===== config.mk =====
export PLATFORM = sky130hd
export DESIGN_NAME = v2f_load_store_unit
export DESIGN_NICKNAME = d
export VERILOG_FILES = /design/src/rtl/v2f_load_store_unit.sv
export SDC_FILE = /design/constraint.sdc
export NUM_CORES = 1
export LEC_CHECK = 0
export ABC_CLOCK_PERIOD_IN_PS = 5300
export BUFFER_PORTS_ARGS = -buffer_cell sky130_fd_sc_hd__buf_2
export CORE_ASPECT_RATIO = 1.1
export CORE_UTILIZATION = 41
export CTS_CLUSTER_SIZE = 24
export DETAILED_ROUTE_END_ITERATION = 8
export PLACE_DENSITY_LB_ADDON = 0.15
export SLEW_MARGIN = 20
export SYNTH_ARGS = -nofsm -noshare
export SYNTH_HDL_FRONTEND = slang
export SYNTH_SLANG_ARGS = --single-unit

===== constraint.sdc =====
create_clock -name CLK -period 5.3 [get_ports CLK]
set_input_delay 0.53 -clock CLK [delete_from_list [all_inputs] [get_ports CLK]]
set_output_delay 0.53 -clock CLK [all_outputs]
set_load 0.03 [all_outputs]

===== src/rtl/v2f_load_store_unit.sv =====
// v2f_load_store_unit: turns byte-addressed byte/half/word load/store requests into single-port RAM accesses.
// Define V2F_LSU_BOOTLOAD_EN to add the post-reset BOOT state that strobes MEM_ARST for a RAM program reload.
module v2f_load_store_unit #(
  parameter int ABITS       = 2,
  parameter int SIZE        = 4,
  parameter int BOOT_CYCLES = 2
) (
  input  logic             CLK,
  input  logic             ARST_N,
  input  logic             REQ_VALID,
  output logic             REQ_READY,
  input  logic             REQ_WE,
  input  logic [1:0]       REQ_SIZE,
  input  logic             REQ_UNSIGNED,
  input  logic [ABITS+1:0] REQ_ADDR,
  input  logic [31:0]      REQ_WDATA,
  output logic             RSP_VALID,
  input  logic             RSP_READY,
  output logic [31:0]      RSP_RDATA,
  output logic             RSP_ERR,
  output logic             MEM_RD_EN,
  output logic [ABITS-1:0] MEM_RD_ADDR,
  input  logic [31:0]      MEM_RD_DATA,
  output logic             MEM_WR_EN,
  output logic [ABITS-1:0] MEM_WR_ADDR,
  output logic [31:0]      MEM_WR_DATA,
  output logic [3:0]       MEM_BYTE_SEL,
  output logic             MEM_ARST
);

  typedef enum logic [2:0] {
`ifdef V2F_LSU_BOOTLOAD_EN
    BOOT,
`endif
    IDLE,
    WRITE,
    READ,
    RDATA,
    RESP
  } state_t;

`ifdef V2F_LSU_BOOTLOAD_EN
  localparam state_t RST_STATE = BOOT;
  localparam int BCW = $clog2(BOOT_CYCLES + 1);
  logic [BCW-1:0] boot_cnt_r, boot_cnt_s;
  logic           mem_arst_r, mem_arst_s;
`else
  localparam state_t RST_STATE = IDLE;
`endif

  state_t           state_r, state_s;
  logic             req_ready_r, req_ready_s;
  logic             rsp_valid_r, rsp_valid_s;
  logic [31:0]      rsp_rdata_r, rsp_rdata_s;
  logic             rsp_err_r, rsp_err_s;
  logic             rd_en_r, rd_en_s;
  logic [ABITS-1:0] rd_addr_r, rd_addr_s;
  logic             wr_en_r, wr_en_s;
  logic [ABITS-1:0] wr_addr_r, wr_addr_s;
  logic [31:0]      wr_data_r, wr_data_s;
  logic [3:0]       byte_sel_r, byte_sel_s;
  logic [1:0]       size_r, size_s;
  logic             uns_r, uns_s;
  logic [1:0]       lane_r, lane_s;

  logic [ABITS-1:0] word_addr_s;
  logic             range_err_s;
  logic             req_err_s;
  logic [31:0]      st_data_s;
  logic [3:0]       st_sel_s;
  logic [31:0]      rd_lane_s;
  logic [31:0]      load_data_s;

  // Decode the incoming request: error check and lane-replicated store data/mask.
  always_comb begin
    word_addr_s = REQ_ADDR[ABITS+1:2];
    range_err_s = (32'(word_addr_s) >= 32'(SIZE));
    req_err_s   = 1'b1;
    st_data_s   = REQ_WDATA;
    st_sel_s    = 4'b1111;
    case (REQ_SIZE)
      2'd0: begin
        req_err_s = range_err_s;
        st_data_s = {4{REQ_WDATA[7:0]}};
        st_sel_s  = 4'b0001 << REQ_ADDR[1:0];
      end
      2'd1: begin
        req_err_s = range_err_s | REQ_ADDR[0];
        st_data_s = {2{REQ_WDATA[15:0]}};
        st_sel_s  = REQ_ADDR[1] ? 4'b1100 : 4'b0011;
      end
      2'd2: begin
        req_err_s = range_err_s | (|REQ_ADDR[1:0]);
        st_data_s = REQ_WDATA;
        st_sel_s  = 4'b1111;
      end
      default: begin
        req_err_s = 1'b1;
        st_data_s = REQ_WDATA;
        st_sel_s  = 4'b1111;
      end
    endcase
  end

  // Select the addressed lane of the RAM word and extend it to 32 bits.
  always_comb begin
    rd_lane_s   = MEM_RD_DATA >> {lane_r, 3'b000};
    load_data_s = rd_lane_s;
    case (size_r)
      2'd0:    load_data_s = uns_r ? {24'h000000, rd_lane_s[7:0]}
                                   : {{24{rd_lane_s[7]}}, rd_lane_s[7:0]};
      2'd1:    load_data_s = uns_r ? {16'h0000, rd_lane_s[15:0]}
                                   : {{16{rd_lane_s[15]}}, rd_lane_s[15:0]};
      default: load_data_s = rd_lane_s;
    endcase
  end

  // Next-state and next-output logic; every output is taken from a register.
  always_comb begin
    state_s     = state_r;
    req_ready_s = 1'b0;
    rsp_valid_s = rsp_valid_r;
    rsp_rdata_s = rsp_rdata_r;
    rsp_err_s   = rsp_err_r;
    rd_en_s     = 1'b0;
    rd_addr_s   = rd_addr_r;
    wr_en_s     = 1'b0;
    wr_addr_s   = wr_addr_r;
    wr_data_s   = wr_data_r;
    byte_sel_s  = byte_sel_r;
    size_s      = size_r;
    uns_s       = uns_r;
    lane_s      = lane_r;
`ifdef V2F_LSU_BOOTLOAD_EN
    boot_cnt_s  = boot_cnt_r;
    mem_arst_s  = 1'b0;
`endif
    case (state_r)
`ifdef V2F_LSU_BOOTLOAD_EN
      BOOT: begin
        mem_arst_s = (boot_cnt_r == BCW'(0));
        if (boot_cnt_r == BCW'(BOOT_CYCLES - 1)) begin
          state_s     = IDLE;
          req_ready_s = 1'b1;
        end else begin
          boot_cnt_s = boot_cnt_r + BCW'(1);
        end
      end
`endif
      IDLE: begin
        if (REQ_VALID && req_ready_r) begin
          size_s = REQ_SIZE;
          uns_s  = REQ_UNSIGNED;
          lane_s = REQ_ADDR[1:0];
          if (req_err_s) begin
            state_s     = RESP;
            rsp_valid_s = 1'b1;
            rsp_err_s   = 1'b1;
            rsp_rdata_s = 32'h00000000;
          end else if (REQ_WE) begin
            state_s    = WRITE;
            wr_en_s    = 1'b1;
            wr_addr_s  = word_addr_s;
            wr_data_s  = st_data_s;
            byte_sel_s = st_sel_s;
          end else begin
            state_s   = READ;
            rd_en_s   = 1'b1;
            rd_addr_s = word_addr_s;
          end
        end else begin
          req_ready_s = 1'b1;
        end
      end
      WRITE: begin
        state_s     = RESP;
        rsp_valid_s = 1'b1;
        rsp_err_s   = 1'b0;
        rsp_rdata_s = 32'h00000000;
      end
      READ: begin
        state_s = RDATA;
      end
      RDATA: begin
        state_s     = RESP;
        rsp_valid_s = 1'b1;
        rsp_err_s   = 1'b0;
        rsp_rdata_s = load_data_s;
      end
      RESP: begin
        if (RSP_READY) begin
          state_s     = IDLE;
          req_ready_s = 1'b1;
          rsp_valid_s = 1'b0;
          rsp_err_s   = 1'b0;
          rsp_rdata_s = 32'h00000000;
        end else begin
          state_s = RESP;
        end
      end
      default: begin
        state_s = IDLE;
      end
    endcase
  end

  // State and output registers; reset drops any in-flight access.
  always_ff @(posedge CLK or negedge ARST_N) begin
    if (!ARST_N) begin
      state_r     <= RST_STATE;
      req_ready_r <= 1'b0;
      rsp_valid_r <= 1'b0;
      rsp_rdata_r <= 32'h00000000;
      rsp_err_r   <= 1'b0;
      rd_en_r     <= 1'b0;
      rd_addr_r   <= '0;
      wr_en_r     <= 1'b0;
      wr_addr_r   <= '0;
      wr_data_r   <= 32'h00000000;
      byte_sel_r  <= 4'b0000;
      size_r      <= 2'd0;
      uns_r       <= 1'b0;
      lane_r      <= 2'd0;
`ifdef V2F_LSU_BOOTLOAD_EN
      boot_cnt_r  <= '0;
      mem_arst_r  <= 1'b0;
`endif
    end else begin
      state_r     <= state_s;
      req_ready_r <= req_ready_s;
      rsp_valid_r <= rsp_valid_s;
      rsp_rdata_r <= rsp_rdata_s;
      rsp_err_r   <= rsp_err_s;
      rd_en_r     <= rd_en_s;
      rd_addr_r   <= rd_addr_s;
      wr_en_r     <= wr_en_s;
      wr_addr_r   <= wr_addr_s;
      wr_data_r   <= wr_data_s;
      byte_sel_r  <= byte_sel_s;
      size_r      <= size_s;
      uns_r       <= uns_s;
      lane_r      <= lane_s;
`ifdef V2F_LSU_BOOTLOAD_EN
      boot_cnt_r  <= boot_cnt_s;
      mem_arst_r  <= mem_arst_s;
`endif
    end
  end

  assign REQ_READY    = req_ready_r;
  assign RSP_VALID    = rsp_valid_r;
  assign RSP_RDATA    = rsp_rdata_r;
  assign RSP_ERR      = rsp_err_r;
  assign MEM_RD_EN    = rd_en_r;
  assign MEM_RD_ADDR  = rd_addr_r;
  assign MEM_WR_EN    = wr_en_r;
  assign MEM_WR_ADDR  = wr_addr_r;
  assign MEM_WR_DATA  = wr_data_r;
  assign MEM_BYTE_SEL = byte_sel_r;
`ifdef V2F_LSU_BOOTLOAD_EN
  assign MEM_ARST     = mem_arst_r;
`else
  assign MEM_ARST     = 1'b0;
`endif

endmodule


## After elaboration in Yosys (flattened, before gate mapping)

Index checks and enable logic that the tools add are counted.
Widths: inputs -> output; s select.

- Bits in registers: 85
- Bits in latches: 0
- Bits in writable memories: 0
- ROM bits: 0
- Input bits: 76
- Output and inout port bits: 78
- Word-level logic and storage cells: 73
- Memories kept: 0

- Add/subtract/negate cells: 0
- $mul: 0
- Div/mod/pow operators: 0
- Order comparisons: 0
- Eq/ne operators: 10
- Shifts and indexed selects: 2
- Multiplexer cells: 32
- Bitwise logic cells: 2
- Reduce and logical (&&, ||, !) cells: 13

Operators by type and width:

| cell | number |
|---|---|
| $mux 32 | 5 |
| $pmux 32 s2 | 2 |
| $pmux 32 s4 | 1 |
| $shr 32x5->32 | 1 |
| $reduce_and 4->1 | 4 |
| $mux 1 | 13 |
| $pmux 3 s4 | 1 |
| $mux 3 | 3 |
| $pmux 1 s3 | 3 |
| $pmux 4 s2 | 1 |
| $eq 3x2->1 const B | 2 |
| $ne 2x2->1 const B | 3 |
| $eq 2x1->1 const B | 2 |
| $logic_not 2->1 | 2 |
| $mux 4 | 1 |
| $reduce_bool 4->1 | 1 |
| $reduce_or 2->1 | 2 |
| $shl 1x2->4 const A | 1 |
| $eq 3x1->1 const B | 1 |
| $eq 3x3->1 const B | 1 |
| $logic_not 3->1 | 1 |
| $reduce_bool 3->1 | 1 |
| $eq 2x2->1 const B | 1 |
| $mux 2 | 1 |
| 4 further kinds | 5 |

## Depth between registers and ports, before layout

- Depth after elaboration: 5
- Gate-level depth with buffers: 7
- Gate-level depth less buffers: 4

## Least setup slack after synthesis

No wires, ideal clock.

- Path type: input to register
- Start point: input REQ_SIZE[0]
- End point: register rsp_rdata_r[24] (netlist: RSP_RDATA[24])
- Library setup time: 0.126 ns
- Arrival time: 1.690 ns
- Required time: 5.174 ns
- Slack: 3.484 ns
- Stages on the path: 7
- Buffers on the path: 3
- Cells stage by stage: buf_2 nor3_1 or2_1 o21a_1 buf_6 buf_6 a221o_1

- Cells in the longest elaborated chain, start to end: 4
- Elaborated cells on any way between the ends: 6
- Those cells by class: eq/ne: 3; mux: 1; reduce/logical: 2

Ends and longest elaborated chain:

| element | RTL line | RTL |
|---|---|---|
| start, declared | 13 | `input logic [1:0] REQ_SIZE,` |
| $eq 2x2->1 (tied with other cells) | 81 | `case (REQ_SIZE)` |
| $pmux 1 s3 (*) | 81 |  |
| $ne 2x2->1 (no line) (*) | n/a |  |
| $reduce_and 4->1 (no line) (*) | n/a |  |
| end signal, assigned | 232 | `rsp_rdata_r <= rsp_rdata_s;` |
| end, declared | 54 | `logic [31:0] rsp_rdata_r, rsp_rdata_s;` |

Every way passes the cells marked *; elsewhere a longest branch is shown, timed or not.
A chain may end at the register's enable or synchronous reset.

## Final worst setup path

- Start point: register lane_r[1]
- End point: register rsp_rdata_r[27] (netlist: RSP_RDATA[27])

- Cells in the longest elaborated chain, start to end: 4
- Elaborated cells on any way between the ends: 5
- Those cells by class: shift: 1; mux: 4

Ends and longest elaborated chain:

| element | RTL line | RTL |
|---|---|---|
| start, declared | 64 | `logic [1:0] lane_r, lane_s;` |
| start signal, assigned | 242 | `lane_r <= lane_s;` |
| $shr 32x5->32 (*) | 107 | `rd_lane_s = MEM_RD_DATA >> {lane_r, 3'b000};` |
| $mux 32, on equally long branches | 112, 110 |  |
| $pmux 32 s2 (*) | 109 | `case (size_r)` |
| $pmux 32 s4 (*) | 138 | `case (state_r)` |

Marked as above.

==> load_flow_metrics.sql <==
INSERT INTO impl_metrics (metric_group, metric, value, unit) VALUES
('clocking', 'cts_resized', '0', ''),
('routing', 'drt_iter0_drc', '152', ''),
('synthesis', 'ys_async_sr_fraction', '100', '%'),
('sta', 'slew-limit-headroom', '35.5', '%'),
('clocking', 'post_cts.repair.setup_buffers', '0', ''),
('global_routing', 'grt_start_max_net_pins', '68', ''),
('synthesis', 'yosysUniqueCellTypes', '46', ''),
('floorplanning', 'floorplan.die.height', '108', 'um'),
('final_layout', 'multi_input_comb_area', '0.00187', 'mm2'),
('global_routing', 'grt_pass1_wl', '17200', 'um'),
('synthesis', 'ys_dominant_reg_cell', 'dfrtp_1', ''),
('pwr', 'share_clk_of_total_power', '19.6', '%'),
('floorplanning', 'core_region', '0.00989', 'mm2'),
('placed_design', 'globalplace.congestion', '0.796', ''),
('sta', 'worst-slew-pin-transition', '0.964', 'ns'),
('status', 'outcome', 'complete, but fails checks', ''),
('pwr', 'power.share.switching', '42.9', '%'),
('pwr', 'leakage', '0.00276', 'uW'),
('clocking', 'cts_hold_repair.buffers', '0', ''),
('routing', 'detail_route.vias_per_cell', '5.37', ''),
('clocking', 'clockBufferDepth', '2', ''),
('final_layout', 'final_core_utilization', '52.8', '%'),
('global_routing', 'grt_pass1_vias', '3482', ''),
('sta', 'final_max_slew_viol_count', '0', ''),
('worst_setup_path', 'worst_ep_arrival_time', '2.61', 'ns'),
('sta', 'final.setup_skew', '0.00877', 'ns'),
('final_layout', 'final-instance-count-excl-fill', '644', ''),
('worst_setup_path', 'critPathRequiredTime', '5.59', 'ns'),
('worst_setup_path', 'setup.worst_path.start_class', 'flip-flop', ''),
('hold_path', 'min_path_type', 'in -> async', ''),
('sta', 'grt_setup_unrepaired', 'false', ''),
('worst_setup_path', 'worst_setup_path_startpoint', 'lane_r[1]$_DFFE_PN0N_', ''),
('final_layout', 'num-nets-final', '597', ''),
('floorplanning', 'die_area', '0.0106', 'mm2'),
('worst_setup_path', 'critical-path-max-stage-delay', '0.71', 'ns'),
('synthesis', 'syn_area_per_cell', '10.9', 'um2'),
('clocking', 'worst_setup_hold_path_clk_slew', '0.08', 'ns'),
('clocking', 'cts_sinks', '85', ''),
('sta', 'fin_crit', '2.32', 'ns'),
('pwr', 'power.density', '566', 'mW/mm2'),
('worst_setup_path', 'crit_path_max_fanout', '18', ''),
('global_routing', 'grt-busiest-layer', 'met2', ''),
('final_layout', 'post_route_cells_drive_above_1_share', '37.8', '%'),
('worst_setup_path', 'cell_chain_critical_path', 'buf_4, mux2_2, a221oi_4, nor4_4, a221o_1', ''),
('final_layout', 'area_growth_syn_to_layout', '25.1', '%'),
('clocking', 'cts_htree_levels', '3', ''),
('floorplanning', 'initial_utilization', '42.3', '%'),
('routing', 'drc', '11', ''),
('status', 'violations', 'DRC', ''),
('routing', 'drtPass1Iterations', '7', ''),
('routing', 'wl_per_cell', '16.2', 'um'),
('sta', 'final_report_hold_violation_count', '0', ''),
('pwr', 'p_comb_share', '45.6', '%'),
('synthesis', 'yosys_warnings', '0', ''),
('synthesis', 'synth_largest_area_cell', 'dfrtp_1', ''),
('placed_design', 'place_inst', '630', ''),
('placed_design', 'place_hpwl', '7650', 'um'),
('floorplanning', 'fp.dieW', '98.3', 'um'),
('placed_design', 'numPortBuffers', '152', ''),
('routing', 'drt.antenna.violating_nets', '0', ''),
('sta', 'sum_of_negative_setup_slack', '0', 'ns'),
('sta', 'final_min_period_over_clock_period', '43.8', '%'),
('final_layout', 'fillerInstances', '949', ''),
('sta', 'maxClockFrequency', '431', 'MHz'),
('clocking', 'clock_latency_late_sink', '0.35', 'ns'),
('synthesis', 'post_synthesis_net_count', '459', ''),
('worst_setup_path', 'r2r_start', 'lane_r[1]$_DFFE_PN0N_', ''),
('global_routing', 'groute.usage.overall', '20.8', '%'),
('synthesis', 'synth_seq_area_share', '50.9', '%'),
('pwr', 'power_report.internal_total', '1690', 'uW'),
('final_layout', 'insertedDiodeCount', '0', '');
cells in the final DEF (no fill, tap or decap), types with 4 or more instances in the layout:
cell type,netlist,layout
a211o_1,15,15
a21oi_1,19,19
a221o_1,9,9
a32o_1,7,7
buf_2,13,151
buf_4,1,6
bufinv_16,0,4
clkbuf_8,0,9
dfrtp_1,85,85
inv_1,7,7
mux2_2,17,17
mux2i_1,39,39
nand2_1,39,39
nand3b_1,8,8
nor2_1,25,25
nor2b_1,8,8
nor3_1,4,4
o21ai_0,38,38
o2bb2ai_1,7,7
power groups by stage:
stage	combinational, uW	clock [uW]	sequential (uW)
3_3_place_gp	1340	0	1030
4_1_cts	1360	597	1030
5_1_grt	1470	617	1070
6_report	1350	579	1030
3_5_place_dp	1360	0	1040
2_1_floorplan	632	0	1400
cells in the mapped netlist, types with 4 or more instances:
| master | number |
|---|---|
| nor2b_1 | 8 |
| a21oi_1 | 19 |
| nor2_1 | 25 |
| clkbuf_1 | 10 |
| nand2_1 | 39 |
| nor3_1 | 4 |
| mux2_2 | 17 |
| buf_6 | 5 |
| dfrtp_1 | 85 |
| mux2i_1 | 39 |
| o2bb2ai_1 | 7 |
| inv_1 | 7 |
| a32o_1 | 7 |
| nand3b_1 | 8 |
| o21ai_0 | 38 |
| buf_2 | 13 |
| a211o_1 | 15 |
| a221o_1 | 9 |
cell families (layout without fill, tap and decap cells):
kind of cell           Yosys count  after routing  share of synthesized area (%)
AO/OA/AOI/OAI                  107            107                           18.1
XOR/XNOR                         1              1                          0.210
buffers and inverters           37            178                           4.70
flip-flops                      85             85                           50.9
multiplexers                    58             58                           14.8
other                            1              1                         0.0897
AND/OR/NAND/NOR                 94             94                           11.1
sequential cells by signal (all words and copies together) (netlist names):
name	cells
size_r	2
REQ_READY	1
MEM_WR_DATA	32
RSP_VALID	1
RSP_RDATA	32
MEM_BYTE_SEL	4
MEM_RD_ADDR	2
MEM_WR_ADDR	2
RSP_ERR	1
MEM_WR_EN	1
lane_r	2
uns_r	1
MEM_RD_EN	1
state_r	3
metal layers:
layer  share of wire [%]  vias to the layer above
met5                   0                        -
met4                 2.0                        0
met3                 7.8                       16
met2                  47                      131
met1                  44                     1651
li1                    -                     1661
final timing paths:
check | to | slack (ns)
setup / recovery | RSP_RDATA[27]$_DFFE_PN0P_ | 2.98
hold / removal | RSP_RDATA[11]$_DFFE_PN0P_ | 0.15
setup reg to reg | RSP_RDATA[27]$_DFFE_PN0P_ | 2.98
hold reg to reg | MEM_WR_DATA[25]$_DFFE_PN0P_ | 0.48
max in group asynchronous | MEM_WR_DATA[12]$_DFFE_PN0P_ | 4.18
min in group CLK | RSP_VALID$_DFFE_PN0P_ | 0.43
layout make-up:
type / instances / area share, %
clock buffers: 9 / 2.37
inverters: 7 / 0.503
flip-flops and latches: 85 / 40.7
clock inverters: 5 / 2.39
well taps: 120 / 2.87
repair buffers: 157 / 15.3
multi-input cells: 261 / 35.8
worst max-delay path, delay by kind of cell, from the launching register on:
family | cells | cell delay (ns)
compound gates | 2 | 0.29
mux | 1 | 0.23
buf+inv | 1 | 0.35
simple gates | 1 | 0.68
flops | 1 | 0.71
metrics by stage:
step	setup slack (ns)	instance area, um2
after CTS	2.95	5230
after global placement	2.83	4980
after floorplan	3.48	4180
final	2.98	5230
after detailed placement	2.80	4980
after global routing	2.76	5230
No activity file was read; power rests on OpenSTA's default activity.
